## config.mk

```make
export PLATFORM = sky130hd
export DESIGN_NAME = fetch_unit
export DESIGN_NICKNAME = d
export VERILOG_FILES = /design/src/rtl/fetch_unit.sv
export SDC_FILE = /design/constraint.sdc
export NUM_CORES = 1
export LEC_CHECK = 0
export BUFFER_PORTS_ARGS = -buffer_cell sky130_fd_sc_hd__buf_2
export CORE_UTILIZATION = 47
export CTS_CLUSTER_SIZE = 24
export DETAILED_ROUTE_END_ITERATION = 7
export GPL_TIMING_DRIVEN = 0
export PLACE_DENSITY = 0.76
export SYNTH_ARGS = -nofsm -noshare
export SYNTH_HDL_FRONTEND = slang
export SYNTH_SLANG_ARGS = --single-unit
```

## constraint.sdc

```tcl
create_clock -name clk -period 2.64 [get_ports clk]
set_input_delay 0.792 -clock clk [delete_from_list [all_inputs] [get_ports clk]]
set_output_delay 0.792 -clock clk [all_outputs]
set_load 0.01 [all_outputs]
```

## src/rtl/fetch_unit.sv

```systemverilog
// Instruction fetch stage: owns the PC, issues one word request at a time,
// holds the returned word (with its PC and PC+4) until decode accepts it,
// and absorbs redirects from execute without ever handing decode a stale word.
module fetch_unit #(
   parameter logic [31:0] RESET_PC  = 32'h0000_0000,
   parameter logic [31:0] NOP_INSTR = 32'h0000_0013
) (
   input  logic        clk,
   input  logic        rst_n,
   output logic        imem_req,
   output logic [31:0] imem_addr,
   input  logic        imem_rvalid,
   input  logic [31:0] imem_rdata,
   input  logic        pc_redirect,
   input  logic [31:0] pc_target,
   output logic [31:0] instruction,
   output logic [31:0] instr_pc,
   output logic [31:0] instr_pc_plus4,
   output logic        instr_valid,
   input  logic        instr_ready,
   output logic        fetch_fault
);

   // Fetch sequencer states.
   localparam logic [2:0] S_IDLE  = 3'd0;  // first cycle out of reset
   localparam logic [2:0] S_REQ   = 3'd1;  // request strobe on the bus
   localparam logic [2:0] S_WAIT  = 3'd2;  // waiting for the response
   localparam logic [2:0] S_HOLD  = 3'd3;  // word held for decode
   localparam logic [2:0] S_DRAIN = 3'd4;  // discarding one outstanding response
   localparam logic [2:0] S_FAULT = 3'd5;  // misaligned target, stuck until reset

   logic [2:0]  state_q;
   logic [2:0]  state_d;
   logic [31:0] pc_q;
   logic [31:0] pc_d;
   logic [31:0] pc_plus4;

   logic [31:0] instruction_d;
   logic [31:0] instr_pc_d;
   logic [31:0] instr_pc_plus4_d;
   logic        instr_valid_d;
   logic        fetch_fault_d;

   logic        redirect_live;
   logic        target_aligned;

   // 32-bit unsigned add; carry out is dropped so the PC wraps to zero.
   assign pc_plus4 = pc_q + 32'd4;

   // A redirect means nothing once the block has faulted.
   assign redirect_live  = pc_redirect && (state_q != S_FAULT);
   assign target_aligned = (pc_target[1:0] == 2'b00);

   // Bus request is a pure decode of the state; the address is always the PC.
   assign imem_req  = (state_q == S_REQ);
   assign imem_addr = pc_q;

   // Next-state and next-output decision: redirect first, then normal sequencing.
   always_comb begin
      // NOTE: every signal written here gets a default first, so no path leaves it unassigned and no latch is inferred.
      state_d          = state_q;
      pc_d             = pc_q;
      instruction_d    = instruction;
      instr_pc_d       = instr_pc;
      instr_pc_plus4_d = instr_pc_plus4;
      instr_valid_d    = instr_valid;
      fetch_fault_d    = fetch_fault;

      if (redirect_live && !target_aligned) begin
         // Misaligned target: PC is left alone and the block parks in FAULT.
         // Any response still in flight is ignored there.
         fetch_fault_d = 1'b1;
         instr_valid_d = 1'b0;
         instruction_d = NOP_INSTR;
         state_d       = S_FAULT;
      end else if (redirect_live) begin
         pc_d = pc_target;
         case (state_q)
            S_IDLE: state_d = S_REQ;
            // The request on the bus this cycle will still be answered.
            S_REQ:  state_d = S_DRAIN;
            // A response arriving with the redirect is simply dropped.
            S_WAIT: state_d = imem_rvalid ? S_REQ : S_DRAIN;
            S_HOLD: begin
               // Redirect beats a same-cycle accept: the held word is discarded.
               instr_valid_d = 1'b0;
               instruction_d = NOP_INSTR;
               state_d       = S_REQ;
            end
            S_DRAIN: state_d = imem_rvalid ? S_REQ : S_DRAIN;
            default: state_d = S_IDLE;
         endcase
      end else begin
         case (state_q)
            S_IDLE: state_d = S_REQ;
            S_REQ:  state_d = S_WAIT;
            S_WAIT: begin
               if (imem_rvalid) begin
                  instruction_d    = imem_rdata;
                  instr_pc_d       = pc_q;
                  instr_pc_plus4_d = pc_plus4;
                  instr_valid_d    = 1'b1;
                  pc_d             = pc_plus4;
                  state_d          = S_HOLD;
               end
            end
            S_HOLD: begin
               if (instr_ready) begin
                  instr_valid_d = 1'b0;
                  instruction_d = NOP_INSTR;
                  state_d       = S_REQ;
               end
            end
            S_DRAIN: begin
               if (imem_rvalid) begin
                  state_d = S_REQ;
               end
            end
            S_FAULT: state_d = S_FAULT;
            default: state_d = S_IDLE;
         endcase
      end
   end

   // State, PC and output registers with synchronous active-low reset.
   always_ff @(posedge clk) begin
      // NOTE: sequential state uses non-blocking assignments so every register samples pre-edge values, independent of statement order.
      if (!rst_n) begin
         state_q        <= S_IDLE;
         pc_q           <= RESET_PC;
         instruction    <= NOP_INSTR;
         instr_pc       <= RESET_PC;
         instr_pc_plus4 <= RESET_PC + 32'd4;
         instr_valid    <= 1'b0;
         fetch_fault    <= 1'b0;
      end else begin
         state_q        <= state_d;
         pc_q           <= pc_d;
         instruction    <= instruction_d;
         instr_pc       <= instr_pc_d;
         instr_pc_plus4 <= instr_pc_plus4_d;
         instr_valid    <= instr_valid_d;
         fetch_fault    <= fetch_fault_d;
      end
   end

endmodule
```

# ---- Word-level counts from Yosys, hierarchy flattened
# Cells that the tools add are included.
dict set report totals {
  regBits 133
  inputBits 69
  output_inout_bits 131
}
dict set report op_classes {
  add_sub_neg 1
  eq_ne 13
  n_mux 21
  n_bitwise 3
  n_reduce_logical 16
}
# op n
set op_table {}
lappend op_table {{two-way mux 32 bit} 7}
lappend op_table {{one-hot mux 32 bit (2 select lines)} 1}
lappend op_table {{adder 32 x 3 -> 32 bit, second input constant} 1}
lappend op_table {{two-way mux 3 bit} 6}
lappend op_table {{one-hot mux 3 bit (6 select lines)} 1}
lappend op_table {{inequality test 3 bit, second input constant} 4}
lappend op_table {{inequality test 4 bit, second input constant} 3}
lappend op_table {{one-hot mux 3 bit (3 select lines)} 1}
lappend op_table {{AND reduction 3 bit} 3}
lappend op_table {{AND reduction 4 bit} 2}
lappend op_table {{== test 3 x 2 -> 1 bit, second input constant} 2}
lappend op_table {{== test 3 bit, second input constant} 2}
lappend op_table {{nonzero test 2 bit} 3}
lappend op_table {{OR reduction 2 bit} 3}
lappend op_table {{two-way mux 1 bit} 4}
lappend op_table {{== test 3 x 1 -> 1 bit, second input constant} 1}
lappend op_table {{logical NOT 3 bit} 1}
lappend op_table {{inverter 1 bit} 3}
lappend op_table {{logical AND 1 bit} 2}
lappend op_table {{logical NOT 2 bit} 1}
lappend op_table {{inequality test 2 x 1 -> 1 bit, second input constant} 1}
lappend op_table {{one-hot mux 1 bit (2 select lines)} 1}
lappend op_table {{logical NOT 1 bit} 1}

# ---- Logic depth before layout (Yosys ltp)
dict set report depth {
  word_depth 5
  depth_mapped 7
}

# ---- Worst setup path before layout
# OpenSTA, ideal clock, no wires.
dict set report synth_timing {
  path_type {reg-to-reg}
  from {reg pc_q[2] (netlist: imem_addr[2])}
  to {reg pc_q[26] (netlist: imem_addr[26])}
  setup_ps 132
  t_arrival_ps 1972
  required_time_ps 2508
  path_slack_ps 535
  stages_incl_launch_ff 7
  synth_period_minus_slack_ps 2105
  cell_sequence {dfxtp_1 -> ha_1 -> nand3_2 -> or4_4 -> o311a_1 -> a21oi_1 -> a31oi_1}
}
dict set report synth_via {
  elab_chain_cells 4
}
# element line_no
set synth_lines {}
lappend synth_lines {{start, declared} 34} ;# logic [31:0] pc_q;
lappend synth_lines {{start signal, assigned} 138} ;# pc_q <= pc_d;
lappend synth_lines {{adder 32 x 3 -> 32 bit} 48} ;# assign pc_plus4 = pc_q + 32'd4;
lappend synth_lines {{two-way mux 32 bit} 98} ;# if (imem_rvalid) begin
lappend synth_lines {{two-way mux 32 bit} 94} ;# case (state_q)
lappend synth_lines {{two-way mux 32 bit} 76} ;# end else if (redirect_live) begin
# No other way between the ends. The select of a mux whose other input is x is not followed.
# A chain may end at the register's enable or synchronous reset.

# ---- Worst setup path in the final report
dict set report layout_timing {
  from {reg pc_q[2] (netlist: imem_addr[2])}
  to {reg pc_q[28] (netlist: imem_addr[28])}
}
# Same word-level chain as after synthesis.

==> flow_summary.ini <==
[worst_setup_path]
r2r-end = imem_addr[28]$_SDFFE_PN0P_
critPathCaptureType = flip-flop
r2r_setup_slack_ns = 0.13
cp-start-kind = flip-flop
worstPathRequired_ns = 2.99
r2r_cells = 6
worstSetupPathType = reg -> reg
cp_max_fo = 8
crit-reg2reg-launch = imem_addr[2]$_SDFFE_PN0P_
crit_arrival_ns = 2.86

[logic_synthesis]
synth.distinct_cells = 57
yosys-top-cells-area = dfxtp_1 46%, nand2_1 7.4%, a21oi_1 6.0%, nor2_1 5.2%, a22oi_1 4.6%
netlist_area_um2 = 5760
synth_top_family_by_area = simple AND/OR/NAND/NOR gates
synth_nets = 784
ys_warn_count = 0
yosysSeqAreaShare_pct = 45.5
synth_ff_type = dfxtp_1
synth_adder_area_share_pct = 0.217
synth.ff_latch_count = 131
synth_mux_area_share_pct = 1.26
synth-compound-area-share_pct = 19.7
avgSynthCellArea_um2 = 8.07
synth_xor_area_share_pct = 3.65
yosys.area_share.simple_pct = 24.0
syn_inst = 714
synth_async_sr_flop_share_pct = 0
yosysTopAreaCell = dfxtp_1
yosys.area.top_type_share_pct = 45.5
synth_edf_count = 0

[detailed_routing]
num_vias = 6209
vias_per_cell = 5.69
drt_iter0_drc = 613
wire_per_inst_um = 18.0
drt_pass1_iterations = 7
post-route-drc-count = 0
ant_nets = 0
totalWireLength_mm = 19.6

[placed_design]
postPlaceCellArea_um2 = 6940
hpwl_mm = 13.9
gp_congestion = 0.918
io_buffers = 198
pre_cts_ws_ns = -0.0951

[finish]
final_common_cell = buf_2
nets = 1001
stdcell_area_um2 = 7580
area_growth_pct = 31.6
drive_gt1_share_pct = 28.2
layout_common_cells = 217 x buf_2, 131 x dfxtp_1, 113 x nand2_1, 80 x nor2_1, 69 x a21oi_1

[pwr]
switching_share_pct = 23.7
p_per_area_nw_per_um2 = 656
p_leak_nw = 3.30
combPwrFrac_pct = 7.2
switching_power_mw = 1.18
irDropWorstVdd_v = 0.000502
intPower_mw = 3.79
seqPwrFrac_pct = 41.2
clkPwrFrac_pct = 51.6

[cts]
clk_pin_slew_worst_paths_ns = 0.06
tritoncts.num_buffers = 17
clock-sinks = 131
cts_buffer_depth = 2
clk_latency_ns = 0.43
postCtsSetupBuffers = 0
ctsHoldBuffers = 0
cts_htree_levels = 4
cts_root_buf = clkbuf_16
cts_tree = done

[worst_hold_path]
hold_start = instr_pc[16]$_SDFFE_PN0P_
min_to = instr_pc[16]$_SDFFE_PN0P_
min-delay-path-class = reg -> reg
hold_depth = 2

[run_status]
status = completed

[sta]
rsz0062_at_grt = false
maxSlewHeadroom_pct = 52.2
worst_slew_pin_slew_ns = 0.706
worst_slack_ns = 0.127
finalHoldViolations = 0
setup_viol_count_final = 0
finalCritPeriodShare_pct = 95.2
slew_violations = 0
fin_crit_ns = 2.51
finalClockSkew_ns = 0.00930
clock.fmax_ghz = 0.398

[global_routing]
grt_max_degree = 17
grt_pass1_wl_mm = 29.9
grt_util_met1_pct = 37.7
met3_usage_pct = 10.1
antenna_found_initial = 1
grt.total_usage_pct = 30.7
grt.busiest_layer = met2
grt_overflow = 0
globalRouteMet2Util_pct = 49.9
grt_pass1_vias = 5781

[floorplanning]
dieArea_um2 = 12700
die_w_um = 113
num_rows = 40
initial_core_util_pct = 48.2
fp.dieH_um = 113
core_um2 = 12000
ioPinCount = 200

[run]
maxCapViolCount = 0
-- synthesized netlist by cell type (all sizes together) (2+ instances only) --
master	instances
buf	25
clkbuf	41
nor3	15
xor2	13
o21a	3
nor2b	3
xnor2	11
nand2	113
mux2	2
and3	8
o31ai	2
o22ai	7
nand4	15
a211oi	4
nor3b	3
inv	8
o21ai	34
a21oi	69
a31oi	8
nand2b	2
mux2i	5
o32ai	2
and4	3
a21o	3
or4	2
dfxtp	131
or3	6
nand3	24
a22oi	35
nor2	81
nand3b	3
a21boi	2
o41ai	2
o311ai	2
and2	9
o211ai	4
nor4	6
-- critical path, cell delays in order, from the launching register on --
cell	delay (ns)
dfxtp_1	0.54
ha_1	0.37
nand3_2	0.20
nor4_4	0.58
nand3_1	0.24
or3_1	0.35
a31oi_1	0.16
-- worst max-delay path by stage --
| stage | end | slack, ns | start | depth (start not counted) |
|---|---|---|---|---|
| final | imem_addr[28]$_SDFFE_PN0P_ | 0.13 | imem_addr[2]$_SDFFE_PN0P_ | 6 |
| after global routing | imem_addr[28]$_SDFFE_PN0P_ | 0.01 | imem_addr[2]$_SDFFE_PN0P_ | 6 |
| after CTS | imem_addr[28]$_SDFFE_PN0P_ | 0.16 | imem_addr[2]$_SDFFE_PN0P_ | 6 |
| after detailed placement | imem_addr[24]$_SDFFE_PN0P_ | -0.1 | imem_rvalid | 8 |
| after global placement | imem_addr[24]$_SDFFE_PN0P_ | -0.09 | imem_rvalid | 8 |
| after floorplan | imem_addr[26]$_SDFFE_PN0P_ | 0.54 | imem_addr[2]$_SDFFE_PN0P_ | 6 |
-- layer usage --
metal	vias to the layer above	wire length [µm]
met4	0	598
met3	58	2180
met1	2843	7870
li1	2932	-
met2	376	8990
met5	-	0
-- layout make-up --
class,count,area [µm²]
Clock buffer,20,467
Antenna cell,1,2.50
Buffer,66,294
Clock inverter,12,178
Fill cell,1043,4380
Sequential cell,131,2620
Inverter,8,30.0
Timing Repair Buffer,198,991
Multi-Input combinational cell,509,2810
Tap cell,147,184
-- registers in the layout (all words and copies together) (netlist names) --
| signal | count |
|---|---|
| instr_pc | 32 |
| imem_addr | 32 |
| fetch_fault | 1 |
| instr_valid | 1 |
| instr_pc_plus4 | 30 |
| instruction | 32 |
| state_q | 3 |
-- repair_timing --
action	CTS	global route
resized for setup	0	0
setup endpoints to repair	0	1
endpoints found under the hold margin	0	0
-- metrics by stage --
step / TNS (ns) / power [mW] / cells / hold WS (ns) / util [%]
floorplan: 0 / 2.27 / 714 / 0.441 / -
global placement: -0.178 / 2.43 / 1059 / 0.440 / 58.0
detailed placement: -0.304 / 2.44 / 1059 / 0.444 / 58.0
CTS: 0 / 4.96 / 1091 / 0.451 / 63.4
global route: 0 / 5.09 / 1092 / 0.472 / 63.4
finish: 0 / 4.97 / 1092 / 0.447 / 63.4
-- power groups by stage --
| stage | clock network [mW] | logic [mW] | registers (mW) |
|---|---|---|---|
| floorplan | 0 | 0.178 | 2.09 |
| global placement | 0 | 0.345 | 2.09 |
| detailed placement | 0 | 0.348 | 2.09 |
| CTS | 2.56 | 0.352 | 2.05 |
| global route | 2.65 | 0.386 | 2.05 |
| finish | 2.56 | 0.358 | 2.05 |
-- cells by family after synthesis --
group / count (synthesis)
AOI/OAI and AO/OA: 184
xor gates and xnor gates: 24
adders and majority gates: 1
buffers and inverters: 74
DFF: 131
muxes: 7
and+or+nand+nor: 293
(Power assumes the default switching activity.)
